`config.mk`:
```
export PLATFORM = sky130hd
export DESIGN_NAME = add_accumulator_8bit_flat
export DESIGN_NICKNAME = d
export VERILOG_FILES = /design/src/rtl/add_accumulator_8bit_if.sv /design/src/rtl/add_accumulator_8bit.sv /design/src/flat_wrapper.sv
export SDC_FILE = /design/constraint.sdc
export NUM_CORES = 1
export LEC_CHECK = 0
export CAP_MARGIN = 20
export CORE_MARGIN = 4
export CORE_UTILIZATION = 44
export DETAILED_ROUTE_END_ITERATION = 12
export PLACE_DENSITY_LB_ADDON = 0.2
export SLEW_MARGIN = 10
export SYNTH_ARGS = -nofsm -noshare
export SYNTH_HDL_FRONTEND = slang
export SYNTH_SLANG_ARGS = --single-unit
export TNS_END_PERCENT = 20
```
`constraint.sdc`:
```
create_clock -name clk -period 4.35 [get_ports clk]
set_input_delay 0.435 -clock clk [delete_from_list [all_inputs] [get_ports clk]]
set_output_delay 0.435 -clock clk [all_outputs]
set_load 0.01 [all_outputs]
```
`src/rtl/add_accumulator_8bit_if.sv`:
```
// Stream bundle for add_accumulator_8bit: operand input stream and frame-result output stream.
interface add_accumulator_8bit_if #(
  parameter int COUNT_W = 4
);
  logic               in_valid;
  logic               in_ready;
  logic [7:0]         in_data;
  logic               in_last;
  logic               out_valid;
  logic               out_ready;
  logic [7:0]         out_sum;
  logic               out_cout;
  logic [COUNT_W-1:0] out_count;

  modport master (
    output in_valid, in_data, in_last, out_ready,
    input  in_ready, out_valid, out_sum, out_cout, out_count
  );

  modport slave (
    input  in_valid, in_data, in_last, out_ready,
    output in_ready, out_valid, out_sum, out_cout, out_count
  );
endinterface

```
`src/rtl/add_accumulator_8bit.sv`:
```
// Frame accumulator wrapped around an 8-bit ripple-carry adder; one result per frame.
// Optional build macro ADD_ACC_SATURATE_EN clamps the accumulator at 0xFF on carry-out.

module ripple_adder_8bit (
  input  logic [7:0] A,
  input  logic [7:0] B,
  input  logic       Cin,
  output logic [7:0] Sum,
  output logic       Cout
);
  logic [8:0] carry;

  assign carry[0] = Cin;

  for (genvar i = 0; i < 8; i++) begin : g_fa
    assign Sum[i]     = A[i] ^ B[i] ^ carry[i];
    assign carry[i+1] = (A[i] & B[i]) | (carry[i] & (A[i] ^ B[i]));
  end

  assign Cout = carry[8];
endmodule

// state   | meaning
// ST_ACC  | accepting words, summing into acc
// ST_DONE | frame result presented, waiting for out_ready
module add_accumulator_8bit #(
  parameter int COUNT_W = 4
) (
  input  logic                  clk,
  input  logic                  rst_n,
  add_accumulator_8bit_if.slave bus
);
  typedef enum logic {
    ST_ACC  = 1'b0,
    ST_DONE = 1'b1
  } state_t;

  localparam logic [COUNT_W-1:0] CNT_MAX = '1;

  state_t             state_q, state_d;
  logic [7:0]         acc_q, acc_d;
  logic               cflag_q, cflag_d;
  logic [COUNT_W-1:0] cnt_q, cnt_d;

  logic [7:0] add_sum;
  logic       add_cout;
  logic       accept;

  ripple_adder_8bit u_adder (
    .A    (bus.in_data),
    .B    (acc_q),
    .Cin  (1'b0),
    .Sum  (add_sum),
    .Cout (add_cout)
  );

  assign accept = bus.in_valid && (state_q == ST_ACC);

  always_comb begin
    state_d = state_q;
    acc_d   = acc_q;
    cflag_d = cflag_q;
    cnt_d   = cnt_q;
    case (state_q)
      ST_ACC: begin
        if (accept) begin
`ifdef ADD_ACC_SATURATE_EN
          acc_d = add_cout ? 8'hFF : add_sum;
`else
          acc_d = add_sum;
`endif
          cflag_d = cflag_q | add_cout;
          cnt_d   = (cnt_q == CNT_MAX) ? cnt_q : cnt_q + 1'b1;
          if (bus.in_last) state_d = ST_DONE;
        end
      end
      ST_DONE: begin
        if (bus.out_ready) begin
          acc_d   = '0;
          cflag_d = 1'b0;
          cnt_d   = '0;
          state_d = ST_ACC;
        end
      end
      default: state_d = ST_ACC;
    endcase
  end

  always_ff @(posedge clk) begin
    if (!rst_n) begin
      state_q <= ST_ACC;
      acc_q   <= '0;
      cflag_q <= 1'b0;
      cnt_q   <= '0;
    end else begin
      state_q <= state_d;
      acc_q   <= acc_d;
      cflag_q <= cflag_d;
      cnt_q   <= cnt_d;
    end
  end

  // Handshake flags come from registered state; rst_n gating keeps both low while held in reset.
  assign bus.in_ready  = rst_n && (state_q == ST_ACC);
  assign bus.out_valid = rst_n && (state_q == ST_DONE);
  assign bus.out_sum   = acc_q;
  assign bus.out_cout  = cflag_q;
  assign bus.out_count = cnt_q;
endmodule

```
`src/flat_wrapper.sv`:
```
// flat-port wrapper written by rule: the top's interface ports become plain ports
module add_accumulator_8bit_flat 
#(
  parameter int COUNT_W = 4
)
  (clk, rst_n, bus_in_valid, bus_in_data, bus_in_last, bus_out_ready, bus_in_ready, bus_out_valid, bus_out_sum, bus_out_cout, bus_out_count);
  add_accumulator_8bit_if #(.COUNT_W(COUNT_W)) bus_i ();
  input  logic clk;
  input  logic rst_n;
  input wire logic [$bits(bus_i.in_valid)-1:0] bus_in_valid;
  input wire logic [$bits(bus_i.in_data)-1:0] bus_in_data;
  input wire logic [$bits(bus_i.in_last)-1:0] bus_in_last;
  input wire logic [$bits(bus_i.out_ready)-1:0] bus_out_ready;
  output wire logic [$bits(bus_i.in_ready)-1:0] bus_in_ready;
  output wire logic [$bits(bus_i.out_valid)-1:0] bus_out_valid;
  output wire logic [$bits(bus_i.out_sum)-1:0] bus_out_sum;
  output wire logic [$bits(bus_i.out_cout)-1:0] bus_out_cout;
  output wire logic [$bits(bus_i.out_count)-1:0] bus_out_count;
  assign bus_i.in_valid = bus_in_valid;
  assign bus_i.in_data = bus_in_data;
  assign bus_i.in_last = bus_in_last;
  assign bus_i.out_ready = bus_out_ready;
  assign bus_in_ready = bus_i.in_ready;
  assign bus_out_valid = bus_i.out_valid;
  assign bus_out_sum = bus_i.out_sum;
  assign bus_out_cout = bus_i.out_cout;
  assign bus_out_count = bus_i.out_count;
  add_accumulator_8bit #(.COUNT_W(COUNT_W)) u_core (.clk(clk), .rst_n(rst_n), .bus(bus_i));
endmodule
```
# == Word level (Yosys, flattened, before mapping) ==
# Cells that the tools add are included.
# word_totals
mem_bits_rw,0
latchBits,0
wordCells,67
mem_count,0
inputBits,13
mem_bits_ro,0
regBits,14
out_inout_bits,15
# op_classes
n_div,0
order_cmp,0
reduce_logical,5
shift,0
n_mux,14
bitwise,39
addsub,1
n_eq_ne,4
n_mul,0
# op_table
operator,n
8-bit two-way mux,2
8-bit case mux with 2 select lines,1
1-bit AND,15
1-bit bitwise XOR,15
4-bit two-way mux,3
1-bit bitwise OR,8
4-bit case mux with 2 select lines,1
1-bit two-way mux,5
"4-bit by 1-bit adder with 4-bit output, second input constant",1
"4-bit equality test, second input constant",1
"2-bit inequality test, second input constant",2
1-bit case mux with 2 select lines,2
1-bit logical AND,3
3-bit AND reduction,1
"2-bit by 1-bit inequality test with 1-bit output, second input constant",1
2-bit AND reduction,1
1-bit inverter,1

# == Logic depth before layout (Yosys ltp) ==
# Gate-level depths: netlist of the first run.
# logic_depth
word_depth,18
mapped_depth,12
depth_no_buf,12

# == By module ==
# From an unflattened synthesis of the first run, not the netlist that was laid out.
# unflattened
hier_cells,83
hier_area_um2,803.3
# by_module_without_submodules
mod,cells_each,seq_area_each_um2,n_inst,area_each_um2
add_accumulator_8bit,65,280.3,1,605.6
ripple_adder_8bit,18,0.0,1,197.7

# == Least setup slack after synthesis of the first run ==
# No wires, ideal clock.
# synth_path
kind,input port to flip-flop
startpoint,input bus_in_data[0]
endpoint,"register u_core.acc_q[7], in the netlist u_core.bus.out_sum[7]"
path_stages,12
path_buffers,0
setup_slack_ns,1.138
required_ns,4.232
arrival_ns,3.094
setup_time_ns,0.118
cell_sequence,ha_1 -> inv_1 -> fa_1 -> fa_1 -> fa_1 -> fa_1 -> inv_1 -> fa_1 -> fa_1 -> fa_1 -> a22oi_1 -> nor2b_1
# synth_via
elab_chain_cells,16
# synth_rtl
item,line_no,rtl
"start, declared",flat_wrapper.sv:11,input wire logic [$bits(bus_i.in_data)-1:0] bus_in_data;
1-bit AND (2 in a row),add_accumulator_8bit.sv:17,assign carry[i+1] = (A[i] & B[i]) | (carry[i] & (A[i] ^ B[i]));
1-bit bitwise OR,add_accumulator_8bit.sv:17,
1-bit AND,add_accumulator_8bit.sv:17,
1-bit bitwise OR,add_accumulator_8bit.sv:17,
1-bit AND,add_accumulator_8bit.sv:17,
1-bit bitwise OR,add_accumulator_8bit.sv:17,
1-bit AND,add_accumulator_8bit.sv:17,
1-bit bitwise OR,add_accumulator_8bit.sv:17,
1-bit AND,add_accumulator_8bit.sv:17,
1-bit bitwise OR,add_accumulator_8bit.sv:17,
1-bit AND,add_accumulator_8bit.sv:17,
1-bit bitwise OR,add_accumulator_8bit.sv:17,
1-bit bitwise XOR,add_accumulator_8bit.sv:16,assign Sum[i] = A[i] ^ B[i] ^ carry[i];
8-bit two-way mux,add_accumulator_8bit.sv:66,if (accept) begin
8-bit case mux with 2 select lines,add_accumulator_8bit.sv:64,case (state_q)
"end signal, assigned",add_accumulator_8bit.sv:92,acc_q <= '0;
"end signal, assigned",add_accumulator_8bit.sv:97,acc_q <= acc_d;
"end, declared",add_accumulator_8bit.sv:41,"logic [7:0] acc_q, acc_d;"
# Every way passes these cells. The select of a mux whose other input is x is not followed.
# A chain may end at the register's enable or synchronous reset.

# == Final worst setup path of the first run ==
# Ends and elaborated chain as after synthesis.

==> results of run 1 <==
## sequential cells by signal (all words and copies together), names as in the netlist
| register | cells |
|---|---|
| u_core.bus.out_cout | 1 |
| u_core.state_q | 1 |
| u_core.bus.out_count | 4 |
| u_core.bus.out_sum | 8 |
## worst max-delay path: stages
cell and delay [ns]:
clkdlybuf4s50_1 0.46, ha_1 0.14, inv_1 0.05, fa_1 0.37
fa_1 0.39, fa_1 0.39, fa_1 0.37, inv_1 0.07
fa_1 0.18, fa_1 0.18, fa_1 0.40, a22oi_1 0.18
nor2b_1 0.06
## layer usage
metal / vias up / wire length, microns
met5: - / 0
met4: 0 / 27
met3: 4 / 80
met2: 17 / 854
met1: 338 / 778
li1: 331 / -
## cell usage after synthesis (2+ instances only)
master     instances  area [sq um]
mux2i_1            2          20.0
dfxtp_1           14           280
nand3_1            2          10.0
a2bb2oi_1          4          35.0
inv_1             12          45.0
a22oi_1            5          37.5
nor2b_1           12          75.1
ha_1               2          25.0
fa_1               7           140
nand2_1            4          15.0
## where the power goes
part	leakage [uW]	internal [uW]	switching (uW)
logic	0.000304	59.4	42.1
clock network	0.0000210	51.0	46.5
registers	0.000115	140	11.6
total	0.000439	250	100
## layout make-up
type	instances	area, sq um	share of cell area
clock buffers	4	36.3	0.0316
multi-input cells	53	485	0.423
repair buffers	27	270	0.235
well taps	25	31.3	0.0272
inverters	12	45.0	0.0392
flip-flops and latches	14	280	0.244
## path summary, 6_finish.rpt
check                          start                      end  slack [ns]  depth (start not counted)
max                   bus_in_data[0]    u_core.bus.out_sum[7]        0.85                         13
min          u_core.bus.out_count[1]  u_core.bus.out_count[1]        0.51                          2
max reg2reg    u_core.bus.out_sum[0]    u_core.bus.out_sum[7]        1.07                         12
min reg2reg  u_core.bus.out_count[1]  u_core.bus.out_count[1]        0.51                          2
## placed cells by master (no fill, tap or decap)
cell / instances
fa_1: 7
mux2i_4: 1
nor2b_1: 12
nor2_2: 1
a221oi_1: 1
a31oi_1: 1
mux2i_1: 2
and4_4: 1
and2b_1: 1
a22oi_1: 5
nand3b_1: 1
clkbuf_4: 3
nand2b_1: 1
dfxtp_1: 14
nor2_1: 1
and2_1: 1
clkbuf_8: 1
a2bb2oi_1: 4
clkdlybuf4s50_1: 27
ha_1: 2
a21oi_1: 1
nor3_1: 1
o221a_1: 1
o31a_1: 1
inv_1: 12
a21boi_2: 1
nand3_1: 2
nand2_1: 4
## logic make-up (layout without fill, tap and decap cells)
family,Yosys count,after routing,synth area share
muxes,3,3,0.0511
and+or+nand+nor,26,26,0.185
buffers and inverters,15,43,0.0811
AOI/OAI and AO/OA,15,15,0.149
DFF,14,14,0.336
adders and majority gates,9,9,0.198
## per-stage QoR
step	util	cells	hold slack [ns]	total power (uW)	setup slack (ns)
floorplan	-	82	0.509	210	1.14
global placement	0.630	131	0.479	253	0.605
detailed placement	0.630	131	0.495	256	0.520
CTS	0.651	135	0.510	353	0.828
global route	0.651	135	0.544	373	0.652
finish	0.651	135	0.509	350	0.854
==> flow_summary.yaml, run 1 <==
drt:
  drt-wirelength-per-cell_microns: 12.9
  ant_nets: 0
  drt_iter0_drc: 12
  vias: 690
  wirelength_microns: 1740
  drtPass1Iterations: 4
  drc: 0
  avgViaCountPerCell: 5.11
global_route:
  use_met3: 0.0458
  grt_use_met1: 0.170
  antenna_found_initial: 0
  grt.total_usage: 0.151
  grt.busiest_layer: "met2"
  gr-total-overflow: 0
  grtUsageMet2: 0.269
  grt_pass1_vias: 715
  grt_max_degree: 19
  grt_pass1_wl_microns: 2990
logic_synthesis:
  synth.avg_cell_area_sq_um: 10.2
  syn_area_sq_um: 833
  synthArstFlopShare: 0
  syn_inst: 82
  synth_warnings: 0
  syn_nets: 104
  ys_seq_area_frac: 0.336
  synth_edf_count: 0
  synth_ff_type: "dfxtp_1"
  yosysUniqueCellTypes: 28
  ys_seq_elements: 14
sta:
  rsz0062_at_grt: "no"
  finalSetupViolations: 0
  fin_crit_ns: 3.50
  skew_ns: 0.00790
  worst-slew-pin-transition_ns: 0.616
  slew_headroom: 0.589
  tns_ns: 0
  hold_viol: 0
  max_freq_mhz: 286
  post-route-period-util: 0.804
  slew_viol_final: 0
placed_design:
  dp_hpwl_microns: 1300
  io_buffer_count: 27
  place_area_sq_mm: 0.00111
  place_congestion: 0.734
clock_network:
  clkTransAtPathRegs_ns: 0.09
  cts_buffer_depth: 2
  root_buffer: "clkbuf_4"
  ctsHoldBuffers: 0
  clock_sinks: 14
  clk_latency_ns: 0.29
  h-tree-depth: 1
  cts_setup_buffers: 0
  ctsResizeCount: 0
  cts_tree: "yes"
  cts_buffers: 3
critical_path:
  cp.required_ns: 4.54
  path_max_fanout: 1
  critical_path_arrival_ns: 3.69
  cp-start-kind: "input port"
  crit_type: "input port to flip-flop"
  cp-end-kind: "flip-flop"
finish:
  final_net_count: 133
  syn_to_final_growth_pct: 37.8
  final_cell_area_sq_mm: 0.00115
  diodes: 0
  fill_cells: 164
  layout-drive-gt1-share: 0.0727
floorplan:
  die_h_microns: 51.5
  ioPinCount: 28
  die_x_microns: 51.5
  initial_core_util: 0.472
  fp.dieArea_sq_mm: 0.00265
  rows: 15
  coreArea_sq_mm: 0.00176
flow_run:
  maxCapViolations: 0
pwr:
  p_per_area_mw_per_mm2: 305
  p_leak_uw: 0.000439
  vdd_drop_max_v: 0.000295
worst_hold_path:
  min_path_type: "flip-flop to flip-flop"
status:
  run_status: "completed"
No activity file was read; power rests on OpenSTA's default activity.
==> run 2: changes to the inputs <==
==> constraint.sdc (replaced) <==
create_clock -name clk -period 3.51 [get_ports clk]
set_input_delay 0.351 -clock clk [delete_from_list [all_inputs] [get_ports clk]]
set_output_delay 0.351 -clock clk [all_outputs]
set_load 0.01 [all_outputs]
==> run 2 against run 1 <==
Worst hold slack worse by 0.012 ns. Global-route usage is 1.4 points lower. Via count is 5.1% lower. Largest power group unchanged. Critical path type unchanged. Power is 23% higher.
==> flow_summary.yaml, run 2 (same netlist as run 1, synthesis figures left out) <==
sta:
  slew_viol_final: 0
  hold_viol: 0
  post-route-period-util: 0.959
  worst-slew-pin-transition_ns: 0.688
  fin_crit_ns: 3.37
  rsz0062_at_grt: "no"
  max_freq_mhz: 297
  skew_ns: 0.00481
  tns_ns: 0
  slew_headroom: 0.541
  finalSetupViolations: 0
clock_network:
  clkTransAtPathRegs_ns: 0.09
  h-tree-depth: 1
  clk_latency_ns: 0.28
  clock_sinks: 14
  cts_tree: "yes"
  root_buffer: "clkbuf_4"
  cts_buffers: 3
  cts_buffer_depth: 2
critical_path:
  crit_path_end: "u_core.bus.out_sum[7]"
  critical_path_arrival_ns: 3.54
  cp.required_ns: 3.69
  cp-start-kind: "input port"
  critPathLaunch: "bus_in_data[0]"
  ff2ff_path_depth: 12
  path_max_fanout: 1
  rr_endpoint: "u_core.bus.out_sum[7]"
  r2r_slack_ns: 0.30
  cp-end-kind: "flip-flop"
  reg2reg_from: "u_core.bus.out_sum[0]"
  crit_type: "input port to flip-flop"
finish:
  fin_cells: 135
  final_net_count: 133
  syn_to_final_growth_pct: 38.7
  diodes: 0
  largest_reg_flops: 8
  final_cell_mix: "clkdlybuf4s50_1 (27), dfxtp_1 (14), inv_1 (12), nor2b_1 (12), fa_1 (6)"
  layout-drive-gt1-share: 0.0909
  final_common_cell: "clkdlybuf4s50_1"
drt:
  drt-wirelength-per-cell_microns: 12.2
  drt_iter0_drc: 4
  drc: 0
  wirelength_microns: 1650
  vias: 655
  ant_nets: 0
  drtPass1Iterations: 5
  avgViaCountPerCell: 4.85
floorplan:
  die_x_microns: 51.5
  ioPinCount: 28
  rows: 15
  coreArea_sq_mm: 0.00176
  fp.dieArea_sq_mm: 0.00265
  die_h_microns: 51.5
  initial_core_util: 0.472
pwr:
  p_leak_uw: 0.000440
  vdd_drop_max_v: 0.000216
  p_per_area_mw_per_mm2: 372
placed_design:
  place_congestion: 0.735
  io_buffer_count: 27
  dp_cells: 131
  dp_hpwl_microns: 1240
global_route:
  gr-total-overflow: 0
  grt.total_usage: 0.137
  grt_pass1_wl_microns: 2760
  grt_max_degree: 19
  antenna_found_initial: 0
  grt_pass1_vias: 652
worst_hold_path:
  hold_depth: 2
  min_path_type: "flip-flop to flip-flop"
flow_run:
  maxCapViolations: 0
status:
  run_status: "completed"
-- run 2: routing by layer --
| layer | GRT usage | routed length [microns] | up-vias |
|---|---|---|---|
| met2 | 0.229 | 776 | 18 |
| met1 | 0.174 | 779 | 300 |
| met5 | 0 | 0 | - |
| met4 | 0.0524 | 12 | 0 |
| li1 | - | - | 335 |
| met3 | 0.0287 | 81 | 2 |
-- run 2: how the worst min path moves through the flow --
stage / from / endpoint
floorplan: rst_n / u_core.bus.out_sum[1]
global placement: u_core.bus.out_count[1] / u_core.bus.out_count[1]
detailed placement: u_core.bus.out_count[1] / u_core.bus.out_count[1]
CTS: u_core.bus.out_count[1] / u_core.bus.out_count[1]
global route: u_core.bus.out_count[1] / u_core.bus.out_count[1]
finish: u_core.bus.out_count[1] / u_core.bus.out_count[1]
-- run 2: stage by stage --
stage / setup slack, ns / area, sq um / hold WS, ns / power [uW] / utilization
after global placement: -0.148 / 1110 / 0.479 / 313 / 0.630
final: 0.144 / 1160 / 0.497 / 430 / 0.655
after detailed placement: -0.242 / 1110 / 0.490 / 315 / 0.630
after floorplan: 0.315 / 833 / 0.479 / 260 / -
after global routing: 0.0287 / 1160 / 0.554 / 457 / 0.655
after CTS: 0.0522 / 1150 / 0.503 / 433 / 0.651
-- run 2: what timing repair did --
| action | CTS | global route |
|---|---|---|
| endpoints found under the setup margin | 0 | 1 |
| gates resized for setup | 0 | 2 |
| hold buffers | 0 | 0 |
| setup buffers | 0 | 0 |
-- run 2: critical path, stage by stage --
cell,delay (ns)
clkdlybuf4s50_1,0.46
ha_1,0.14
inv_1,0.05
fa_1,0.37
fa_1,0.39
fa_2,0.35
fa_1,0.36
inv_1,0.07
fa_1,0.17
fa_1,0.18
fa_1,0.42
a22oi_2,0.16
nor2b_1,0.07
-- run 2: report_power, final --
| part | internal [uW] | switching (uW) | total, uW |
|---|---|---|---|
| Clock | 63.0 | 54.1 | 117 |
| Combinational | 74.2 | 51.6 | 126 |
| Sequential | 173 | 14.3 | 187 |
-- run 2: area by class of cell --
class                      instances  area, sq um
fill                             160          608
multi-input combinational         53          493
sequential                        14          280
timing repair buffer              27          270
inverter                          12         45.0
clock buffer                       4         36.3
tap                               25         31.3
==> run 3: changes to the inputs <==
--- a/config.mk
+++ b/config.mk
@@ -8,6 +8,7 @@
 export CAP_MARGIN = 20
 export CORE_MARGIN = 4
 export CORE_UTILIZATION = 44
+export CTS_CLUSTER_SIZE = 20
 export DETAILED_ROUTE_END_ITERATION = 12
 export PLACE_DENSITY_LB_ADDON = 0.2
 export SLEW_MARGIN = 10
==> results of run 3 <==
Same layout as run 2: the final DEF is identical, and so are final timing and power.
